### src/rtl/serial_gate_sequencer_if.sv
// -----------------------------------------------------------------------------
// serial_gate_sequencer_if
//   Requester-side handshake bundle for serial_gate_sequencer.
//   master : the requester (drives start/abort/op/din, observes busy/done/result)
//   slave  : the sequencer (observes the request, drives busy/done/result)
// Signals
//   start   request; accepted by the sequencer only while busy=0
//   abort   cancel an in-flight reduction
//   op      reduction op: 00 OR, 01 AND, 10 XOR, 11 NOR
//   din     operand, WIDTH bits
//   busy    reduction in progress
//   done    one-cycle pulse, result valid/updated
//   result  registered reduction result
// -----------------------------------------------------------------------------
interface serial_gate_sequencer_if #(
  parameter int WIDTH = 8
);
  logic             start;
  logic             abort;
  logic [1:0]       op;
  logic [WIDTH-1:0] din;
  logic             busy;
  logic             done;
  logic             result;

  modport master (
    output start, abort, op, din,
    input  busy, done, result
  );

  modport slave (
    input  start, abort, op, din,
    output busy, done, result
  );
endinterface

### src/rtl/serial_gate_sequencer.sv
// -----------------------------------------------------------------------------
// serial_gate_sequencer
//   Reduces a WIDTH-bit operand to a single bit (OR/AND/XOR/NOR) by stepping one
//   shared external 2-input gate unit over WIDTH-1 cycles instead of building a
//   gate tree. Each RUN cycle presents (accumulator, next operand bit) to the
//   gate and folds the gate output back into the accumulator on the clock edge.
// Ports
//   clk      in   system clock, rising edge
//   rst_n    in   asynchronous active-low reset
//   req      requester handshake (start/abort/op/din -> busy/done/result)
//   gate_op  out  op for the shared gate: 00 OR, 01 AND, 10 XOR
//   gate_p   out  gate operand p (accumulator)
//   gate_q   out  gate operand q (current operand bit)
//   gate_s   in   combinational gate output, sampled in the same cycle
// The WIDTH parameter must match the WIDTH of the connected interface.
// -----------------------------------------------------------------------------
module serial_gate_sequencer #(
  parameter int WIDTH = 8
) (
  input  logic                      clk,
  input  logic                      rst_n,
  serial_gate_sequencer_if.slave    req,
  output logic [1:0]                gate_op,
  output logic                      gate_p,
  output logic                      gate_q,
  input  logic                      gate_s
);

  localparam int IDX_W = $clog2(WIDTH);
  localparam logic [IDX_W-1:0] LAST_IDX = IDX_W'(WIDTH - 1);
  localparam logic [1:0] OP_NOR = 2'b11;

  typedef enum logic {
    ST_IDLE = 1'b0,
    ST_RUN  = 1'b1
  } state_t;

  state_t           state_reg,  state_next;
  logic [WIDTH-1:0] opnd_reg,   opnd_next;
  logic [1:0]       op_reg,     op_next;
  logic             acc_reg,    acc_next;
  logic [IDX_W-1:0] idx_reg,    idx_next;
  logic             done_reg,   done_next;
  logic             result_reg, result_next;
  logic             busy;

  // Operand bit selected by idx_reg. Built as a one-hot AND-OR so that an
  // index value outside 0..WIDTH-1 (non-power-of-two WIDTH) simply yields 0
  // instead of an out-of-range part select.
  logic [WIDTH-1:0] bit_sel;
  logic             cur_bit;

  for (genvar gi = 0; gi < WIDTH; gi++) begin : g_bit_sel
    assign bit_sel[gi] = (idx_reg == IDX_W'(gi)) & opnd_reg[gi];
  end

  assign cur_bit = |bit_sel;

  // ---------------------------------------------------------------------------
  // State and datapath registers
  // ---------------------------------------------------------------------------
  always_ff @(posedge clk or negedge rst_n) begin
    if (!rst_n) begin
      state_reg  <= ST_IDLE;
      opnd_reg   <= '0;
      op_reg     <= '0;
      acc_reg    <= 1'b0;
      idx_reg    <= '0;
      done_reg   <= 1'b0;
      result_reg <= 1'b0;
    end else begin
      state_reg  <= state_next;
      opnd_reg   <= opnd_next;
      op_reg     <= op_next;
      acc_reg    <= acc_next;
      idx_reg    <= idx_next;
      done_reg   <= done_next;
      result_reg <= result_next;
    end
  end

  // ---------------------------------------------------------------------------
  // Next-state and output logic
  // ---------------------------------------------------------------------------
  always_comb begin
    state_next  = state_reg;
    opnd_next   = opnd_reg;
    op_next     = op_reg;
    acc_next    = acc_reg;
    idx_next    = idx_reg;
    done_next   = 1'b0;
    result_next = result_reg;
    busy        = 1'b0;
    gate_op     = 2'b00;
    gate_p      = 1'b0;
    gate_q      = 1'b0;

    unique case (state_reg)
      ST_IDLE: begin
        // abort is meaningless here, so a simultaneous start always wins.
        if (req.start) begin
          opnd_next  = req.din;
          op_next    = req.op;
          acc_next   = req.din[0];
          idx_next   = IDX_W'(1);
          state_next = ST_RUN;
        end
      end

      ST_RUN: begin
        busy    = 1'b1;
        gate_p  = acc_reg;
        gate_q  = cur_bit;
        // NOR is reduced as OR and inverted once at the end.
        gate_op = (op_reg == OP_NOR) ? 2'b00 : op_reg;

        if (req.abort) begin
          // Abort beats the final step: no done, result untouched.
          state_next = ST_IDLE;
        end else begin
          acc_next = gate_s;
          if (idx_reg == LAST_IDX) begin
            result_next = (op_reg == OP_NOR) ? ~gate_s : gate_s;
            done_next   = 1'b1;
            state_next  = ST_IDLE;
          end else begin
            idx_next = idx_reg + 1'b1;
          end
        end
      end

      default: begin
        state_next = ST_IDLE;
      end
    endcase
  end

  assign req.busy   = busy;
  assign req.done   = done_reg;
  assign req.result = result_reg;

endmodule

### src/flat_wrapper.sv
// flat-port wrapper written by rule: the top's interface ports become plain ports
module serial_gate_sequencer_flat 
#(
  parameter int WIDTH = 8
)
  (clk, rst_n, gate_op, gate_p, gate_q, gate_s, req_start, req_abort, req_op, req_din, req_busy, req_done, req_result);
  serial_gate_sequencer_if #(.WIDTH(WIDTH)) req_i ();
  input  logic clk;
  input  logic rst_n;
  output logic [1:0] gate_op;
  output logic gate_p;
  output logic gate_q;
  input  logic gate_s;
  input wire logic [$bits(req_i.start)-1:0] req_start;
  input wire logic [$bits(req_i.abort)-1:0] req_abort;
  input wire logic [$bits(req_i.op)-1:0] req_op;
  input wire logic [$bits(req_i.din)-1:0] req_din;
  output wire logic [$bits(req_i.busy)-1:0] req_busy;
  output wire logic [$bits(req_i.done)-1:0] req_done;
  output wire logic [$bits(req_i.result)-1:0] req_result;
  assign req_i.start = req_start;
  assign req_i.abort = req_abort;
  assign req_i.op = req_op;
  assign req_i.din = req_din;
  assign req_busy = req_i.busy;
  assign req_done = req_i.done;
  assign req_result = req_i.result;
  serial_gate_sequencer #(.WIDTH(WIDTH)) u_core (.clk(clk), .rst_n(rst_n), .req(req_i), .gate_op(gate_op), .gate_p(gate_p), .gate_q(gate_q), .gate_s(gate_s));
endmodule
### config.mk
export PLATFORM = sky130hd
export DESIGN_NAME = serial_gate_sequencer_flat
export DESIGN_NICKNAME = d
export VERILOG_FILES = /design/src/rtl/serial_gate_sequencer_if.sv /design/src/rtl/serial_gate_sequencer.sv /design/src/flat_wrapper.sv
export SDC_FILE = /design/constraint.sdc
export NUM_CORES = 1
export LEC_CHECK = 0
export CORE_UTILIZATION = 50
export DETAILED_ROUTE_END_ITERATION = 16
export PLACE_DENSITY = 0.81
export SLEW_MARGIN = 20
export SYNTH_ARGS = -nofsm -noshare
export SYNTH_HDL_FRONTEND = slang
export SYNTH_SLANG_ARGS = --single-unit
### constraint.sdc
create_clock -name clk -period 3.3 [get_ports clk]
set_input_delay 0.66 -clock clk [delete_from_list [all_inputs] [get_ports clk]]
set_output_delay 0.66 -clock clk [all_outputs]
set_load 0.01 [all_outputs]
==> results of run 1 <==
[power breakdown]
part	total [uW]	leakage (uW)	switching (uW)	internal, uW
logic	277	0.000267	109	168
clock network	108	0.0000150	61.4	46.9
registers	333	0.000203	62.6	271
total	719	0.000486	233	486
[cell type report]
class,count,area share [%]
inverter,3,1.02
clock buffer,4,2.37
timing repair buffer,21,19.0
multi-input combinational,48,37.4
sequential,17,38.4
tap,16,1.81
[how the worst max path moves through the flow]
stage	endpoint	slack, ns	start
6_report	gate_q	0.59	u_core.idx_reg[0]$_DFFE_PN0P_
5_1_grt	gate_q	0.46	u_core.idx_reg[0]$_DFFE_PN0P_
4_1_cts	gate_q	0.57	u_core.idx_reg[0]$_DFFE_PN0P_
3_5_place_dp	gate_q	0.90	u_core.idx_reg[0]$_DFFE_PN0P_
3_3_place_gp	gate_q	0.93	u_core.idx_reg[0]$_DFFE_PN0P_
2_1_floorplan	gate_q	1.41	u_core.idx_reg[0]$_DFFE_PN0P_
[layout by cell type, fill, tap and decap left out, drive strengths merged]
master / n
a222oi: 1
nor3: 2
o21ai: 2
mux2i: 3
a22o: 1
o31ai: 1
xnor2: 2
clkdlybuf4s50: 21
a221o: 1
mux2: 12
nand2b: 1
nand2: 3
clkbuf: 4
dfrtp: 17
a21oi: 2
and3b: 1
nor2: 3
a211oi: 1
nor2b: 2
a21o: 1
and2: 1
inv: 3
a21boi: 1
ha: 6
o21a: 1
[synthesized netlist by cell type (2+ instances only)]
| cell | n | share of area, % |
|---|---|---|
| mux2_2 | 11 | 14 |
| nor3_1 | 2 | 1.2 |
| dfrtp_1 | 17 | 49 |
| inv_1 | 3 | 1.3 |
| a21oi_1 | 2 | 1.2 |
| xnor2_1 | 2 | 2.0 |
| o21ai_0 | 2 | 1.2 |
| nor2_1 | 3 | 1.3 |
| nand2_1 | 3 | 1.3 |
| mux2i_1 | 3 | 3.5 |
| ha_1 | 6 | 8.7 |
[routing by layer]
metal | GRT usage [%] | vias up | routed length (microns)
li1 | - | 293 | -
met1 | 23.8 | 315 | 693
met2 | 33.4 | 8 | 829
met3 | 3.75 | 2 | 49
met4 | 9.38 | 0 | 10
met5 | 0 | - | 0
[through the flow]
stage	utilization, %	worst slack (ns)
floorplan	-	1.41
global placement	69.3	0.930
detailed placement	69.3	0.898
CTS	71.0	0.570
global route	71.0	0.464
finish	71.0	0.595
[logic make-up after synthesis]
logic type                 share of synthesized area, %
DFF                                                49.1
muxes                                              19.0
and+or+nand+nor                                    7.94
AOI/OAI and AO/OA                                  10.1
adders and majority gates                          8.66
buffers and inverters                              3.17
xor gates and xnor gates                           2.02
==> metrics.md, run 1 <==
| Metric | Value |
|---|---|
| Status | `finished with violations` |
| Failing checks | `design-rule violations` |
| Root Driver | `clkbuf_4` |
| Post-DP HPWL | `~1200 microns` |
| Final Hold Fails | `0` |
| Final instance area | `1110 sq um` |
| FILL cells | `around 120` |
| CTS buffer count | `3` |
| Reg-to-Reg Start | `u_core.idx_reg[0]$_DFFE_PN0P_` |
| Number of H-tree levels | `1` |
| EDFF count, synth | `0` |
| Crit path time final | `about 2.7 ns` |
| GPL Wtd Cong | `roughly 0.80` |
| Final hold slack | `between 0.5 and 0.6 ns` |
| Register Area | `~430 sq um` |
| Ys async rst share | `100%` |
| Vias per cell | `approximately 5.7` |
| Area of the multi-input gates | `roughly 410 sq um` |
| Max Fclk | `~370 MHz` |
| Die area | `between 1500 and 2000 sq um` |
| Ys Warns | `0` |
| Initial Utilization | `between 50% and 60%` |
| Slowest-stage cell, CP | `clkdlybuf4s50_1` |
| Post-CTS Setup Bufs | `0` |
| Routed length per instance | `about 15 microns` |
| Critical path's largest stage delay | `0.48 ns` |
| Area Overhead vs Synth | `27.7%` |
| Die Width | `around 44 microns` |
| First-pass GRT wire length | `roughly 2700 microns` |
| Final Setup Violations | `0` |
| Synthesized cell area | `between 800 and 900 sq um` |
| Final wirelength | `1580 microns` |
| ANT cells | `0` |
| DP Cell Count | `roughly 110` |
| R2r endpoint | `u_core.idx_reg[1]$_DFFE_PN0P_` |
| Die Span Y | `43.6 microns` |
| CTS-repair resized insts | `0` |
| Clock sink count | `17` |
| Core area | `roughly 1600 sq um` |
| Max IR drop VDD | `~0.35 mV` |
| Initial DRC count | `6` |
| Yosys reg bits | `17` |
| # hold bufs at CTS | `0` |
| Max-cap violations | `0` |
| I/O pins | `22` |
| Rows | `14` |
| Hold Crit Depth | `1` |
| Total global routing track utilization | `about 20%` |
| Vias post-DR | `a little over 600` |
| Family with the most delay on the worst path | `adder cells` |
| TritonCTS clock tree | `yes` |
| Vias in the first global route | `~670` |
| Register area share after synthesis | `around half` |
| Clock buffer depth | `2` |
| Syn_area_per_cell | `approximately 12 sq um` |
| Fin nets | `~120` |
| Critical Path Source Type | `flop` |
| Hold Crit Start | `u_core.opnd_reg[6]$_DFFE_PN0P_` |
| Unrepaired setup endpoints after global routing | `no` |
| GRT overflow | `0` |
| Cell Count, Final, Fillers Out | `about 110` |
| R2R cell count | `5` |
| Critical-path maximum fanout | `5` |
| Headroom to the max-slew limit | `around 49%` |
| Setup Skew | `roughly 0.0070 ns` |
| Layout cells sized above 1 | `approximately 17%` |
| P per Cell Area | `roughly 650 nW/um^2` |
| DRT antenna net count | `0` |
| DRC viols | `3` |
| Pre-antenna DRT Iters | `11` |
| Leak Pwr | `around 0.00049 uW` |
| Reg clk slew, reported paths | `~0.09 ns` |
| Mapped Cells | `70` |
| Post-route total power | `between 700 and 800 uW` |
| Hold Path Class | `reg -> reg` |
| Critical path cell sequence | `ha_1 -> ha_1 -> a222oi_1 -> a21boi_1 -> clkdlybuf4s50_1` |
| Buf+Inv Stages, Crit Path | `1` |
| Ys flop type | `dfrtp_1` |
| Reg-to-reg slack, setup | `approximately 1.6 ns` |
| Slew Viols, Final | `0` |
| Most used cell along the critical path | `ha_1` |
| Worst Setup End Kind | `output port` |
| Final worst-path cycle share | `approximately 80%` |
| Worst setup path category | `reg -> out` |
| Antenna violations before repair | `0` |
| Distinct cells, synth | `27` |
| Hold endpoint | `u_core.opnd_reg[6]$_DFFE_PN0P_` |
| Max FFs per register | `8` |
| PortBufs | `21` |
| Syn_nets | `about 90` |
| Skew-Pair Late Insertion Delay | `around 0.29 ns` |
| Worst endpoint required time | `about 2.6 ns` |
| Placed cell areas | `~1100 sq um` |
| Worst EP arrival | `2.05 ns` |
| WP depth | `5` |
| Largest net degree at the start of global routing | `18` |
| Setup TNS | `0 ns` |
| Worst Tran Pin Value | `approximately 0.77 ns` |
(Power assumes the default switching activity.)
==> run 2, diff against run 1 <==
CORE_UTILIZATION = 47   (was 50)
PLACE_DENSITY = 0.77   (was 0.81)
clock period = 2.55 ns   (was 3.3 ns; I/O delays follow)
==> run 2 against run 1 <==
Compared with the run above: register-to-register slack worse by 0.78 ns; sequential share of layout area down 0.89 points; core utilization down 5.4 points; highest routed layer unchanged; the flow now finishes without violations; clock-buffer cell count down 1; critical endpoint unchanged; clock skew down 0.0026 ns.
==> metrics.md, run 2 (synthesis gave the netlist of run 1 again) <==
| Metric | Value |
|---|---|
| Die area | `just over 2000 sq um` |
| FILL cells | `between 150 and 200` |
| Rows | `15` |
| Routed length per instance | `13.7 microns` |
| # hold bufs at CTS | `0` |
| Area Overhead vs Synth | `30.7%` |
| Post-DP HPWL | `1230 microns` |
| DRT antenna net count | `0` |
| Reg clk slew, reported paths | `0.10 ns` |
| Final wirelength | `approximately 1600 microns` |
| Status | `complete, no violations` |
| TritonCTS clock tree | `yes` |
| Vias per cell | `5.15` |
| Commonest non-fill, non-tap cells in the layout | `clkdlybuf4s50_1 (20), dfrtp_1 (17), mux2_2 (11)` |
| I/O pins | `22` |
| Vias post-DR | `between 600 and 700` |
| Core area | `around 1700 sq um` |
| Final instance area | `1130 sq um` |
| Initial DRC count | `11` |
| Number of H-tree levels | `1` |
| Utilization after layout | `around two thirds` |
| Worst setup path category | `reg -> out` |
| Final Setup Violations | `0` |
| Worst Setup End Kind | `output port` |
| Die Span Y | `around 45 microns` |
| Setup TNS | `0 ns` |
| Critical-path maximum fanout | `5` |
| Final Hold Fails | `0` |
| Worst endpoint required time | `just over 2 ns` |
| Placed cell areas | `about 1100 sq um` |
| GRT overflow | `0` |
| ANT cells | `0` |
| Die Width | `45.0 microns` |
| Layout cells sized above 1 | `20.0%` |
| Crit path time final | `2.37 ns` |
| Slew Viols, Final | `0` |
| GPL Wtd Cong | `~0.75` |
| Clock sink count | `17` |
| Unrepaired setup endpoints after global routing | `no` |
| P per Cell Area | `slightly above 800 nW/um^2` |
| Clock buffer depth | `2` |
| Worst EP arrival | `between 1.5 and 2 ns` |
| Headroom to the max-slew limit | `approximately half` |
| Reg-to-reg slack, setup | `around 0.86 ns` |
| Pre-antenna DRT Iters | `4` |
| Max Fclk | `around 420 MHz` |
| First-pass GRT wire length | `roughly 2700 microns` |
| Vias in the first global route | `between 600 and 700` |
| Critical Path Source Type | `flop` |
| PortBufs | `21` |
| Max IR drop VDD | `0.444 mV` |
| Final worst-path cycle share | `between 90 and 100%` |
| Leading cell type in the layout, fill and taps excluded | `clkdlybuf4s50_1` |
| Total global routing track utilization | `19.3%` |
| Fin nets | `roughly 120` |
| Setup Skew | `around 0.0043 ns` |
| Max FFs per register | `8` |
| CTS buffer count | `3` |
| Worst Tran Pin Value | `0.740 ns` |
| Skew-Pair Late Insertion Delay | `0.29 ns` |
| Root Driver | `clkbuf_4` |
| Antenna violations before repair | `0` |
| Hold Path Class | `reg -> reg` |
| DRC viols | `0` |
| Leak Pwr | `~0.0005 uW` |
| Largest net degree at the start of global routing | `18` |
| Register Area | `~430 sq um` |
| Area of the multi-input gates | `just over 400 sq um` |
| Initial Utilization | `approximately half` |
| Max-cap violations | `0` |
## run 2: metrics by stage
| step | hold slack, ns | setup WS, ns | power [uW] | std cells |
|---|---|---|---|---|
| 6_report | 0.522 | 0.181 | 942 | 120 |
| 3_3_place_gp | 0.490 | 0.339 | 782 | 115 |
| 3_5_place_dp | 0.501 | 0.291 | 801 | 115 |
| 4_1_cts | 0.524 | 0.182 | 949 | 120 |
| 2_1_floorplan | 0.214 | 0.810 | 656 | 70 |
| 5_1_grt | 0.545 | 0.110 | 1010 | 120 |
## run 2: critical path, stage by stage (launching register included)
cell and delay (ns):
dfrtp_1 0.44, ha_1 0.25, ha_1 0.24, a222oi_1 0.25
a21boi_1 0.10, dlygate4sd2_1 0.29
## run 2: area by class of cell
class	count	share of cell area, %
Multi-Input combinational cell	48	36.5
Timing Repair Buffer	23	19.8
Clock inverter	1	0.442
Clock buffer	3	1.99
Inverter	3	0.993
Sequential cell	17	37.5
Tap cell	25	2.76
## run 2: path summary, 6_finish.rpt
check                                               startpoint                              to  depth (start not counted)
worst max-delay path             u_core.idx_reg[0]$_DFFE_PN0P_                          gate_q                          5
worst min-delay path            u_core.opnd_reg[7]$_DFFE_PN0P_  u_core.opnd_reg[7]$_DFFE_PN0P_                          1
worst max register to register   u_core.idx_reg[0]$_DFFE_PN0P_   u_core.idx_reg[1]$_DFFE_PN0P_                          5
worst min register to register  u_core.opnd_reg[7]$_DFFE_PN0P_  u_core.opnd_reg[7]$_DFFE_PN0P_                          1
max in group asynchronous                                rst_n  u_core.opnd_reg[1]$_DFFE_PN0P_                          1
min in group asynchronous                                rst_n      u_core.state_reg$_DFF_PN0_                          1
## run 2: power by group
group          switching (uW)  leakage (uW)  internal, uW
clock                    87.5     0.0000177          58.4
combinational             142      0.000280           222
sequential               81.4      0.000203           351
total                     311      0.000502           631
## run 2: what timing repair did
action,in CTS,in global routing
endpoints found under the setup margin,1,0
setup buffers,1,0
gates resized for setup,1,0
## run 2: metal layers
layer	track usage, %	vias up	wire [microns]
met2	32.5	11	823
met1	23.7	306	764
met5	0	-	0
met3	2.40	2	35
li1	-	299	-
met4	10.9	0	17
==> run 3, diff against run 2 <==
==> constraint.sdc (replaced) <==
create_clock -name clk -period 2.55 [get_ports clk]
set_input_delay 0.51 -clock clk [delete_from_list [all_inputs] [get_ports clk]]
set_output_delay 0.51 -clock clk [all_outputs]
set_load 0.05 [all_outputs]
==> run 3 against run 2 <==
Compared with the run above: first-iteration DRC count grew 18%; clock-buffer cell count grew 1; sequential cell count is the same; fmax shrank 4.3%; hold slack lost 0.011 ns; non-clock buffer count shrank 2; register-to-register slack is essentially flat; sequential power is essentially flat; combinational power grew 26%; critical path type unchanged; final area shrank 1.5%.
==> metrics.md, run 3 (synthesis gave the netlist of run 1 again) <==
| Metric | Value |
|---|---|
| Status | `complete, no violations` |
| CTS buffer count | `3` |
| TritonCTS clock tree | `yes` |
| Reg clk slew, reported paths | `0.10 ns` |
| Root Driver | `clkbuf_4` |
| Initial DRC count | `13` |
| Initial Utilization | `roughly 50%` |
| Vias in the first global route | `around 630` |
| GRT overflow | `0` |
| Largest net degree at the start of global routing | `18` |
| Die Span Y | `45.0 microns` |
| First-pass GRT wire length | `~2800 microns` |
| Unrepaired setup endpoints after global routing | `no` |
| Leak Pwr | `slightly below 0.0005 uW` |
| Worst setup path category | `reg -> out` |
| Setup TNS | `0 ns` |
| Max-cap violations | `0` |
| Worst Setup End Kind | `output port` |
| PortBufs | `21` |
| Max IR drop VDD | `roughly 0.53 mV` |
| Clock buffer depth | `2` |
| Critical path's largest stage delay | `~0.80 ns` |
| Worst Tran Pin Value | `about 0.77 ns` |
| Die area | `~2000 sq um` |
| Post-route total power | `about 1000 uW` |
| Total global routing track utilization | `20.0%` |
| DRT antenna net count | `0` |
| Antenna violations before repair | `0` |
| Number of H-tree levels | `1` |
| Headroom to the max-slew limit | `between 40 and 50%` |
| Placed cell areas | `1090 sq um` |
| Layout cells sized above 1 | `between 10% and 20%` |
| Final WS setup | `0.0733 ns` |
| Leading cell type in the layout, fill and taps excluded | `clkdlybuf4s50_1` |
| Critical path cell sequence | `and3b_1 -> clkdlybuf4s50_1` |
| Final Setup Violations | `0` |
| Routed length per instance | `about 14 microns` |
| Clock sink count | `17` |
| Worst endpoint required time | `about 2.0 ns` |
| Buf+Inv Stages, Crit Path | `1` |
| DRC viols | `0` |
| Max FFs per register | `8` |
| Worst EP arrival | `approximately 2.0 ns` |
| Rows | `15` |
| Vias per cell | `approximately 5.2` |
| Critical Path Source Type | `flop` |
| Die Width | `about 45 microns` |
| Vias post-DR | `approximately 610` |
| Utilization after layout | `64.6%` |
| Area Overhead vs Synth | `28.7%` |
| # hold bufs at CTS | `0` |
| Critical-path maximum fanout | `15` |
| P per Cell Area | `approximately 930 nW/um^2` |
| Final wirelength | `approximately 1600 microns` |
| Commonest non-fill, non-tap cells in the layout | `clkdlybuf4s50_1 (20), dfrtp_1 (17), mux2_2 (11)` |
| Post-DP HPWL | `between 1000 and 1500 microns` |
| GPL Wtd Cong | `~0.76` |
| Fin nets | `around 120` |
| Final Hold Fails | `0` |
| Crit path time final | `roughly 2.5 ns` |
| Skew-Pair Late Insertion Delay | `0.29 ns` |
| Core area | `around 1700 sq um` |
| Slew Viols, Final | `0` |
| Setup Skew | `between 0.005 and 0.006 ns` |
| CTS-repair resized insts | `0` |
| Final instance area | `~1100 sq um` |
| I/O pins | `22` |
| Slowest-stage cell, CP | `clkdlybuf4s50_1` |
| Family with the most delay on the worst path | `buffers and inverters` |
| ANT cells | `0` |
| Final worst-path cycle share | `97.1%` |
| Pre-antenna DRT Iters | `4` |
| Max Fclk | `~400 MHz` |
| Hold Path Class | `reg -> reg` |
| Post-CTS Setup Bufs | `0` |
| Setup slack at placement | `0.416 ns` |
-- run 3: cell types whose count changed in the layout (fill, tap and decap cells not counted) --
cell,change
buf_4,-1
clkbuf_1,+1
clkinv_2,-1
dlygate4sd2_1,-1
-- run 3: worst reg2reg max path, cell delays in order, from the launching register on --
cell	delay [ns]
dfrtp_1	0.46
ha_1	0.26
ha_1	0.25
nor2_1	0.30
mux2i_1	0.22
mux2i_1	0.09
-- run 3: metal layers --
| layer | vias up | share of wire [%] | track usage (%) |
|---|---|---|---|
| li1 | 294 | - | - |
| met1 | 302 | 48 | 26.7 |
| met2 | 14 | 47 | 30.1 |
| met3 | 3 | 4.4 | 6.80 |
| met4 | 0 | 0.62 | 7.27 |
| met5 | - | 0 | 0 |
-- run 3: worst paths after layout --
path | from | to | slack (ns) | depth (start not counted)
hold reg to reg | u_core.opnd_reg[6]$_DFFE_PN0P_ | u_core.opnd_reg[6]$_DFFE_PN0P_ | 0.51 | 1
setup / recovery | u_core.state_reg$_DFF_PN0_ | gate_op[0] | 0.07 | 2
setup reg to reg | u_core.idx_reg[0]$_DFFE_PN0P_ | u_core.idx_reg[1]$_DFFE_PN0P_ | 0.85 | 5
max in group asynchronous | rst_n | u_core.opnd_reg[2]$_DFFE_PN0P_ | 1.41 | 1
min in group asynchronous | rst_n | u_core.opnd_reg[3]$_DFFE_PN0P_ | 0.66 | 1
hold / removal | u_core.opnd_reg[6]$_DFFE_PN0P_ | u_core.opnd_reg[6]$_DFFE_PN0P_ | 0.51 | 1
-- run 3: layout make-up --
type | count | area, sq um
clock buffer | 4 | 26.3
timing repair buffer | 21 | 208
inverter | 3 | 11.3
multi-input combinational | 48 | 414
fill | 139 | 611
sequential | 17 | 425
tap | 25 | 31.3
-- run 3: power by group --
group / internal (uW) / switching [uW]
clock: 60.9 / 83.7
combinational: 216 / 241
sequential: 350 / 81.0
-- run 3: stage by stage --
stage | std cells | hold slack [ns]
6_report | 118 | 0.512
3_5_place_dp | 114 | 0.496
4_1_cts | 118 | 0.518
5_1_grt | 118 | 0.543
3_3_place_gp | 114 | 0.491
2_1_floorplan | 70 | 0.214
